`src/rtl/cm_sketch_arb.sv`:
```
// Two-channel round-robin front end for a count-min sketch: arbitrates requests,
// paces issue with a gap counter, and routes in-order sketch responses back by tag.
module cm_sketch_arb #(
   parameter int ADDR_SIZE = 28,
   parameter int CNT_SIZE  = 32,
   parameter int ISSUE_GAP = 1,
   parameter int TAG_DEPTH = 8
) (
   input  logic                           clk,
   input  logic                           rst,
   input  logic                           ch0_req_valid,
   output logic                           ch0_req_ready,
   input  logic [ADDR_SIZE-1:0]           ch0_req_addr,
   input  logic                           ch1_req_valid,
   output logic                           ch1_req_ready,
   input  logic [ADDR_SIZE-1:0]           ch1_req_addr,
   output logic                           sk_input_valid,
   output logic [ADDR_SIZE-1:0]           sk_input_addr,
   input  logic                           sk_output_valid,
   input  logic [ADDR_SIZE-1:0]           sk_output_addr,
   input  logic [CNT_SIZE-1:0]            sk_output_cnt,
   output logic                           ch0_rsp_valid,
   output logic [ADDR_SIZE-1:0]           ch0_rsp_addr,
   output logic [CNT_SIZE-1:0]            ch0_rsp_cnt,
   output logic                           ch1_rsp_valid,
   output logic [ADDR_SIZE-1:0]           ch1_rsp_addr,
   output logic [CNT_SIZE-1:0]            ch1_rsp_cnt,
   output logic [$clog2(TAG_DEPTH+1)-1:0] inflight,
   output logic                           err_orphan
);

   localparam int GW = (ISSUE_GAP > 0) ? $clog2(ISSUE_GAP + 1) : 1;
   localparam int PW = (TAG_DEPTH > 1) ? $clog2(TAG_DEPTH) : 1;
   localparam int CW = $clog2(TAG_DEPTH + 1);

   typedef enum logic {CH0 = 1'b0, CH1 = 1'b1} ch_e;

   logic [GW-1:0] r_gap;
   logic [PW-1:0] r_wr_ptr;
   logic [PW-1:0] r_rd_ptr;
   logic [CW-1:0] r_count;
   ch_e           r_last;
   ch_e           r_tags [TAG_DEPTH];

   logic w_full;
   logic w_empty;
   logic w_can_issue;
   logic w_pick0;
   logic w_pick1;
   logic w_hs0;
   logic w_hs1;
   logic w_push;
   logic w_pop;
   ch_e  w_head;

   function automatic logic [PW-1:0] f_next(input logic [PW-1:0] p);
      return (p == PW'(TAG_DEPTH - 1)) ? '0 : p + PW'(1);
   endfunction

   // Ready is gated by rst so no grant can leak out while reset is held.
   always_comb begin
      w_full        = (r_count == CW'(TAG_DEPTH));
      w_empty       = (r_count == '0);
      w_can_issue   = !rst && (r_gap == '0) && !w_full;
      w_pick0       = ch0_req_valid && (!ch1_req_valid || (r_last == CH1));
      w_pick1       = ch1_req_valid && (!ch0_req_valid || (r_last == CH0));
      ch0_req_ready = w_can_issue && w_pick0;
      ch1_req_ready = w_can_issue && w_pick1;
      w_hs0         = ch0_req_valid && ch0_req_ready;
      w_hs1         = ch1_req_valid && ch1_req_ready;
      w_push        = w_hs0 || w_hs1;
      w_pop         = sk_output_valid && !w_empty;
      w_head        = r_tags[r_rd_ptr];
   end

   always_ff @(posedge clk or posedge rst) begin
      if (rst) begin
         sk_input_valid <= 1'b0;
         sk_input_addr  <= '0;
         r_gap          <= '0;
         r_last         <= CH1;
      end else begin
         sk_input_valid <= w_push;
         if (w_push) begin
            sk_input_addr <= w_hs0 ? ch0_req_addr : ch1_req_addr;
            r_last        <= w_hs0 ? CH0 : CH1;
            r_gap         <= GW'(ISSUE_GAP);
         end else if (r_gap != '0) begin
            r_gap <= r_gap - GW'(1);
         end
      end
   end

   always_ff @(posedge clk or posedge rst) begin
      if (rst) begin
         r_wr_ptr <= '0;
         r_rd_ptr <= '0;
         r_count  <= '0;
      end else begin
         if (w_push) r_wr_ptr <= f_next(r_wr_ptr);
         if (w_pop)  r_rd_ptr <= f_next(r_rd_ptr);
         case ({w_push, w_pop})
            2'b10:   r_count <= r_count + CW'(1);
            2'b01:   r_count <= r_count - CW'(1);
            default: r_count <= r_count;
         endcase
      end
   end

   // Tag storage needs no reset: occupancy and pointers define what is live.
   always_ff @(posedge clk) begin
      if (w_push) r_tags[r_wr_ptr] <= w_hs0 ? CH0 : CH1;
   end

   always_ff @(posedge clk or posedge rst) begin
      if (rst) begin
         ch0_rsp_valid <= 1'b0;
         ch0_rsp_addr  <= '0;
         ch0_rsp_cnt   <= '0;
         ch1_rsp_valid <= 1'b0;
         ch1_rsp_addr  <= '0;
         ch1_rsp_cnt   <= '0;
         err_orphan    <= 1'b0;
      end else begin
         ch0_rsp_valid <= w_pop && (w_head == CH0);
         ch1_rsp_valid <= w_pop && (w_head == CH1);
         if (w_pop && (w_head == CH0)) begin
            ch0_rsp_addr <= sk_output_addr;
            ch0_rsp_cnt  <= sk_output_cnt;
         end
         if (w_pop && (w_head == CH1)) begin
            ch1_rsp_addr <= sk_output_addr;
            ch1_rsp_cnt  <= sk_output_cnt;
         end
         if (sk_output_valid && w_empty) err_orphan <= 1'b1;
      end
   end

   assign inflight = r_count;

endmodule

```
`config.mk`:
```
export PLATFORM = sky130hd
export DESIGN_NAME = cm_sketch_arb
export DESIGN_NICKNAME = d
export VERILOG_FILES = /design/src/rtl/cm_sketch_arb.sv
export SDC_FILE = /design/constraint.sdc
export NUM_CORES = 1
export LEC_CHECK = 0
export ABC_AREA = 1
export CORE_ASPECT_RATIO = 1.25
export CORE_MARGIN = 4
export CORE_UTILIZATION = 38
export CTS_BUF_LIST = sky130_fd_sc_hd__clkbuf_4 sky130_fd_sc_hd__clkbuf_8
export CTS_CLUSTER_DIAMETER = 50
export CTS_CLUSTER_SIZE = 10
export DETAILED_ROUTE_END_ITERATION = 10
export PLACE_DENSITY = 0.72
export SETUP_SLACK_MARGIN = 0.5
export SLEW_MARGIN = 20
export SYNTH_ARGS = -nofsm -noshare
export SYNTH_HDL_FRONTEND = slang
export SYNTH_SLANG_ARGS = --single-unit
```
`constraint.sdc`:
```
create_clock -name clk -period 7.4 [get_ports clk]
set_clock_uncertainty 0.2 [all_clocks]
set_input_delay 1.11 -clock clk [delete_from_list [all_inputs] [get_ports clk]]
set_output_delay 1.11 -clock clk [all_outputs]
set_load 0.005 [all_outputs]
```
==> Word-level counts from Yosys, hierarchy flattened <==
Memory sizes are Yosys's and may differ from the RTL's.
Cells that the tools add are included.
{ "word_totals": {"regBits": 164, "out_inout_bits": 158, "elab_cells": 59, "ram_bits": 8, "mem_count": 1, "in_bits": 121} }
{ "op_classes": {"n_bitwise": 3, "eq_ne": 5, "n_mux": 9, "reduce_logical": 22, "addsub": 5} }
{ "memory_table": {"columns": ["name", "words", "width", "rd", "rd_ports_with_merged_regs", "wr", "line_no", "rtl"], "rows": [
  ["r_tags", 8, 1, 1, 0, 1, "43", "ch_e r_tags [TAG_DEPTH];"]
]} }
{ "op_table": {"columns": ["operator", "n"], "rows": [
  ["28-bit 2-to-1 mux", 1],
  ["1-bit logical AND", 12],
  ["4-bit one-hot mux with 2 select lines", 1],
  ["3-bit by 1-bit adder with 3-bit output, second input constant", 2],
  ["3-bit == test, second input constant", 2],
  ["3-bit 2-to-1 mux", 2],
  ["1-bit zero test", 5],
  ["1-bit 2-to-1 mux", 5],
  ["4-bit by 1-bit adder with 4-bit output, second input constant", 1],
  ["4-bit == test, second input constant", 1],
  ["4-bit zero test", 1],
  ["4-bit by 1-bit subtractor with 4-bit output, second input constant", 1],
  ["1-bit logical OR", 3],
  ["1-bit NOT", 3],
  ["2-bit by 1-bit == test with 1-bit output, second input constant", 1],
  ["2-bit == test, second input constant", 1],
  ["2-bit nonzero test", 1],
  ["1-bit subtractor, second input constant", 1]
]} }

==> Depth between registers and ports, before layout <==
{ "depth": {"ltp_word": 8, "ltp_mapped": 16, "mapped_depth_nobuf": 15} }

==> Least setup slack after synthesis <==
OpenSTA, ideal clock, no wires.
{ "synth_path": {"kind": "input-to-reg", "startpoint": "input port ch1_req_valid", "endpoint": "register r_count[2], in the netlist inflight[2]", "arrival_time_ns": 2.653, "setup_ns": 0.129, "slack_ns": 4.417, "cell_stages": 15, "path_cell_list": "inv_1 > o21ai_0 > inv_1 > nand3_1 > nand2_1 > inv_2 > buf_2 > ha_1 > nand2_1 > inv_1 > nor2_1 > ha_1 > a21oi_1 > xor2_1 > o21ai_0"} }
{ "synth_between": {"elab_chain_cells": 8, "word_cells_on_any_way": 13, "classes_between": "2 x eq/ne; 1 x mux; 10 x reduce/logical"} }
{ "synth_rtl": {"columns": ["element", "line_no", "rtl"], "rows": [
  ["start, declared", "14", "input logic ch1_req_valid,"],
  ["1-bit zero test", "65", "w_pick0 = ch0_req_valid && (!ch1_req_valid || (r_last == CH1));"],
  ["1-bit logical OR", "65", null],
  ["1-bit logical AND", "65", null],
  ["1-bit logical AND", "67", "ch0_req_ready = w_can_issue && w_pick0;"],
  ["1-bit logical AND", "69", "w_hs0 = ch0_req_valid && ch0_req_ready;"],
  ["1-bit logical OR (*)", "71", "w_push = w_hs0 || w_hs1;"],
  ["2-bit by 1-bit == test with 1-bit output / 2-bit == test (equally long branches)", "102", "case ({w_push, w_pop})"],
  ["4-bit one-hot mux with 2 select lines / 2-bit nonzero test (equally long branches)", null, null],
  ["end signal, assigned", "103", "2'b10: r_count <= r_count + CW'(1);"],
  ["end signal, assigned", "104", "2'b01: r_count <= r_count - CW'(1);"],
  ["end signal, assigned", "105", "default: r_count <= r_count;"],
  ["end, declared", "41", "logic [CW-1:0] r_count;"]
]} }
Every way passes the cells marked *; elsewhere a longest branch is shown, timed or not.
A chain may end at the register's enable or synchronous reset.

==> Final worst setup path <==
{ "layout_path": {"startpoint": "input port rst", "endpoint": "output port ch0_req_ready"} }
{ "layout_between": {"elab_chain_cells": 4} }
{ "layout_rtl": {"columns": ["element", "line_no", "rtl"], "rows": [
  ["start, declared", "10", "input logic rst,"],
  ["1-bit zero test (no line)", null, null],
  ["1-bit logical AND (2 in series)", "64", "w_can_issue = !rst && (r_gap == '0) && !w_full;"],
  ["1-bit logical AND", "67", null],
  ["end, declared", "12", "output logic ch0_req_ready,"]
]} }
Every way passes these cells.

==> impl_metrics.py <==
metrics = {
    "drt": {
        "postRouteAntennaNets": 0,
        "drtPass1Iterations": 5,
        "wirelength_um": 22100,
        "drc": 0,
        "num_vias": 6767,
        "via_per_inst": 4.74,
        "wl_per_cell_um": 15.4,
        "dr.first_iter.drc_count": 397,
    },
    "global_routing": {
        "grt_start_max_net_pins": 107,
        "antenna_found_initial": 0,
        "grt_usage": 0.198,
        "grt_pass1_wl_um": 35700,
        "grt_overflow_total": 0,
        "grt_pass1_vias": 6538,
    },
    "sta": {
        "finalCritPeriodShare": 0.633,
        "fin_tns_setup_ns": 0,
        "slew_viol_final": 0,
        "fin_ws_ns": 2.72,
        "slew_headroom": 0.295,
        "fmax_ghz": 0.214,
        "worstMarginPinSlew_ns": 1.06,
        "rsz0062_at_grt": "no",
        "setup_violations": 0,
        "finalWorstPathRequiredPeriod_ns": 4.68,
        "finalHoldViolCount": 0,
    },
    "place": {
        "place_congestion": 0.844,
        "numPortBuffers": 278,
        "post-place-ws_ns": 2.72,
        "dp_hpwl_um": 15200,
        "dpl-instance-area_mm2": 0.0105,
    },
    "critical_path": {
        "arrival_ns": 3.37,
        "path_class": "input port to primary output",
        "cp.required_ns": 6.09,
        "crit_fanout": 29,
        "start_kind": "input port",
        "cp-end-kind": "primary output",
    },
    "logic_synthesis": {
        "ys.flop_type": "dfrtp_1",
        "synth_common_cells": "nand2_1 (389), dfrtp_1 (162), nand3_1 (97)",
        "synth_edf_count": 8,
        "synth_top_area_frac": 0.534,
        "synth_most_common_cell": "nand2_1",
        "synth_area_leaders": "dfrtp_1 (53%), nand2_1 (19%), nand3_1 (6.4%)",
        "postSynth.asyncResetShare": 0.953,
        "syn-num-nets": 1030,
        "synth-seq-cells": 171,
        "syn_inst": 902,
        "yosysWarnings": 0,
        "netlist_area_mm2": 0.00760,
        "synth_cell_types": 25,
        "avgSynthCellArea_um2": 8.42,
        "yosysSeqAreaShare": 0.569,
        "yosys.area.top_type": "dfrtp_1",
    },
    "power_and_ir_drop": {
        "peakVddDrop_mv": 0.179,
        "p_per_area_mw_per_mm2": 417,
        "leakage_nw": 5.45,
    },
    "final_layout": {
        "fin_util": 0.557,
        "design_area_mm2": 0.0109,
        "area_growth_pct": 43.4,
        "drive_above_1_share": 0.0464,
        "n_antenna_cell": 0,
        "fin_nets": 1279,
    },
    "clock_tree": {
        "cts_resized": 0,
        "hold_buffers": 0,
        "clock_path_buffers": 2,
        "post-cts-setup-buffers": 0,
        "clkTransAtPathRegs_ns": 0.09,
        "htreeDepth": 4,
        "cts_sinks": 171,
        "worstSkewPairLatency_ns": 0.44,
        "cts_tree": "built",
        "cts_root_buf": "clkbuf_8",
        "numCtsBuffers": 17,
    },
    "die": {
        "row_count": 57,
        "start_util": 0.389,
        "dieArea_mm2": 0.0223,
        "die_h_um": 166,
        "core_area_mm2": 0.0195,
        "io_pins": 279,
        "die_w_um": 134,
    },
    "run": {
        "drv_cap": 0,
    },
    "run_status": {
        "status": "completed",
    },
    "hold_path": {
        "hp-class": "flip-flop to flip-flop",
    },
}
critical path, stage by stage:
cell,delay (ns)
clkdlybuf4s50_1,0.48
nor2_1,0.21
nand2_1,0.09
nor2_2,0.80
clkdlybuf4s50_1,0.67
area by class of cell:
class	instances	area (um^2)
Fill cell	1827	8650
Tap cell	265	332
Inverter	83	317
Timing Repair Buffer	287	2850
Clock inverter	14	188
Clock buffer	18	241
Multi-Input combinational cell	591	2640
Sequential cell	171	4320
through the flow:
stage          hold slack (ns)  power (mW)  cells
3_3_place_gp             0.252        3.82   1397
4_1_cts                  0.279        4.60   1429
5_1_grt                  0.293        4.90   1429
3_5_place_dp             0.257        3.88   1397
6_report                 0.274        4.54   1429
2_1_floorplan            0.250        2.70    902
logic make-up after synthesis:
| logic type | count (synthesis) | synth area share |
|---|---|---|
| and+or+nand+nor | 568 | 0.322 |
| DFF | 171 | 0.569 |
| buffers and inverters | 140 | 0.0848 |
| AOI/OAI and AO/OA | 13 | 0.00939 |
| adders and majority gates | 7 | 0.0115 |
| xor gates and xnor gates | 3 | 0.00346 |
report_power, final:
part / internal [mW] / switching (mW) / leakage, nW
combinational: 1.07 / 1.13 / 3.16
clock: 0.345 / 0.364 / 0.199
sequential: 1.38 / 0.250 / 2.09
total: 2.79 / 1.75 / 5.45
sequential cells by signal, summed over array words and instances (netlist names), 3 cells and up:
| register | cells |
|---|---|
| ch0_rsp_addr | 28 |
| ch0_rsp_cnt | 32 |
| ch1_rsp_addr | 28 |
| ch1_rsp_cnt | 32 |
| inflight | 4 |
| r_rd_ptr | 3 |
| r_tags | 8 |
| r_wr_ptr | 3 |
| sk_input_addr | 28 |
layout by cell type (no fill, tap or decap), drive strengths merged:
cell | netlist | routed
o21bai | 1 | 1
dfstp | 1 | 1
clkinv | 0 | 2
inv | 83 | 87
bufinv | 0 | 3
ha | 7 | 7
xnor2 | 2 | 2
nand3 | 101 | 101
xor2 | 1 | 1
o21ai | 9 | 9
buf | 55 | 9
edfxtp | 8 | 8
clkinvlp | 0 | 5
clkdlybuf4s50 | 0 | 278
nand2 | 391 | 391
clkbuf | 2 | 18
nand4 | 60 | 60
a21oi | 3 | 3
dfrtp | 162 | 162
nor2 | 16 | 16
final timing paths:
path	slack, ns	endpoint	depth (start not counted)	start
hold reg to reg	0.27	ch0_rsp_cnt[17]	2	ch0_rsp_cnt[17]
hold / removal	0.27	ch0_rsp_cnt[17]	2	ch0_rsp_cnt[17]
setup / recovery	2.72	ch0_req_ready	5	rst
setup reg to reg	4.04	inflight[2]	15	inflight[1]
min in group asynchronous	1.06	sk_input_addr[0]	2	rst
max in group asynchronous	4.56	ch0_rsp_addr[18]	3	rst
routing by layer:
metal | wire (um) | vias up | global-route usage
met2 | 11000 | 245 | 0.330
met1 | 8900 | 3159 | 0.252
met4 | 346 | 0 | 0.0514
met5 | 0 | - | 0
li1 | - | 3342 | -
met3 | 1800 | 21 | 0.0603
No activity file was read; power rests on OpenSTA's default activity.
==> RTL change, RTL diff (same flow settings) <==
Set the parameter `TAG_DEPTH` to 4 (it was 8).
--- a/src/rtl/cm_sketch_arb.sv
+++ b/src/rtl/cm_sketch_arb.sv
@@ -4,7 +4,7 @@
    parameter int ADDR_SIZE = 28,
    parameter int CNT_SIZE  = 32,
    parameter int ISSUE_GAP = 1,
-   parameter int TAG_DEPTH = 8
+   parameter int TAG_DEPTH = 4
 ) (
    input  logic                           clk,
    input  logic                           rst,
Ports: changed (resized inflight); port bits go from 279 to 278. The function was not compared with the original's and may differ.
==> RTL change against the original RTL <==
  * Sequential cell count fell by 7
  * Area after synthesis fell by 6.6%
  * Critical path depth rose by 4
  * Worst setup slack got worse by 0.045 ns
  * Non-clock buffer count fell by 7
  * Fmax fell by 0.96%
  * Total power fell by 10%
  * Wire length fell by 5.4%
  * Combinational power fell by 13%
  * Sequential power fell by 5%
  * Final area fell by 5.7%
  * Count of clock-buffer cells in the layout rose by 2
  * Global-route usage rose by 0.094 points
==> RTL change: results (changes against the original RTL) <==
Status - complete, no violations (unchanged)
Nets - 1218 (was 1279)
Logic pwr share - 47.1% (was 48.5%)
Adder-Cell Fraction of Synth Area - 1.34% (was 1.15%)
Area occupied by multi-input gates - 0.00241 mm^2 (was 0.00264 mm^2)
Clk Latency, worst-skew pair - 0.46 ns (was 0.44 ns)
Post-synth ARST share - 97.6% (was 95.3%)
Area contributors post-synth - dfrtp_1 (56%), nand2_1 (21%), o21ai_0 (4.7%), inv_1 (3.8%), nand4_1 (2.6%) (was dfrtp_1 (53%), nand2_1 (19%), nand3_1 (6.4%), nand4_1 (4.9%), inv_1 (4.0%))
GPL Wtd Cong - 0.905 (was 0.844)
Initial DRC Count - 315 (was 397)
Largest net degree at the start of global routing - 94 (was 107)
Synth Net Count - 967 (was 1030)
Post-synth EDFFs - 4 (was 8)
CP Data Arrival Time - 4.90 ns (was 3.37 ns)
Seq cells - 164 (was 171)
Vias - 6359 (was 6767)
Fmax - 212 MHz (was 214 MHz)
Sw frac - 37.2% (was 38.5%)
Final-layout clock buffer total - 20 (was 18)
Syn Inst Count - 839 (was 902)
Reg2Reg Setup Slack - 3.45 ns (was 4.04 ns)
P&R area growth vs syn - 44.8% (was 43.4%)
Kind of critical path - primary input to register (was primary input to output pin)
Sequential share of power - 38.1% (was 35.9%)
Post-place instance area - 0.00990 mm^2 (was 0.0105 mm^2)
Share of layout cells above drive strength 1 - 4.71% (was 4.64%)
LEAKAGE - 5.11 nW (was 5.45 nW)
Routed WL - 20.9 mm (was 22.1 mm)
Psw - 0.00151 W (was 0.00175 W)
RR Startpoint - r_gap$_DFF_PP0_ (was inflight[1]$_DFFE_PP0P_)
Commonest cells post-synth - nand2_1 (398), dfrtp_1 (159), inv_1 (72) (was nand2_1 (389), dfrtp_1 (162), nand3_1 (97))
[RTL change: worst min-delay path by stage]
stage / startpoint / slack (ns) / cells past startpoint / endpoint
floorplan: err_orphan$_DFFE_PP0P_ / 0.27 / 1 / err_orphan$_DFFE_PP0P_
global placement: err_orphan$_DFFE_PP0P_ / 0.25 / 1 / err_orphan$_DFFE_PP0P_
detailed placement: err_orphan$_DFFE_PP0P_ / 0.26 / 1 / err_orphan$_DFFE_PP0P_
CTS: err_orphan$_DFFE_PP0P_ / 0.28 / 1 / err_orphan$_DFFE_PP0P_
global route: ch0_rsp_cnt[16]$_DFFE_PP0P_ / 0.30 / 2 / ch0_rsp_cnt[16]$_DFFE_PP0P_
finish: err_orphan$_DFFE_PP0P_ / 0.28 / 1 / err_orphan$_DFFE_PP0P_
[RTL change: per-layer routing]
layer / GRT usage (%) / up-vias / share of wire, %
met4: 5.62 / 0 / 1.4
met1: 23.8 / 2977 / 41
li1: - / 3090 / -
met2: 32.4 / 272 / 45
met5: 0 / - / 0
met3: 8.82 / 20 / 12
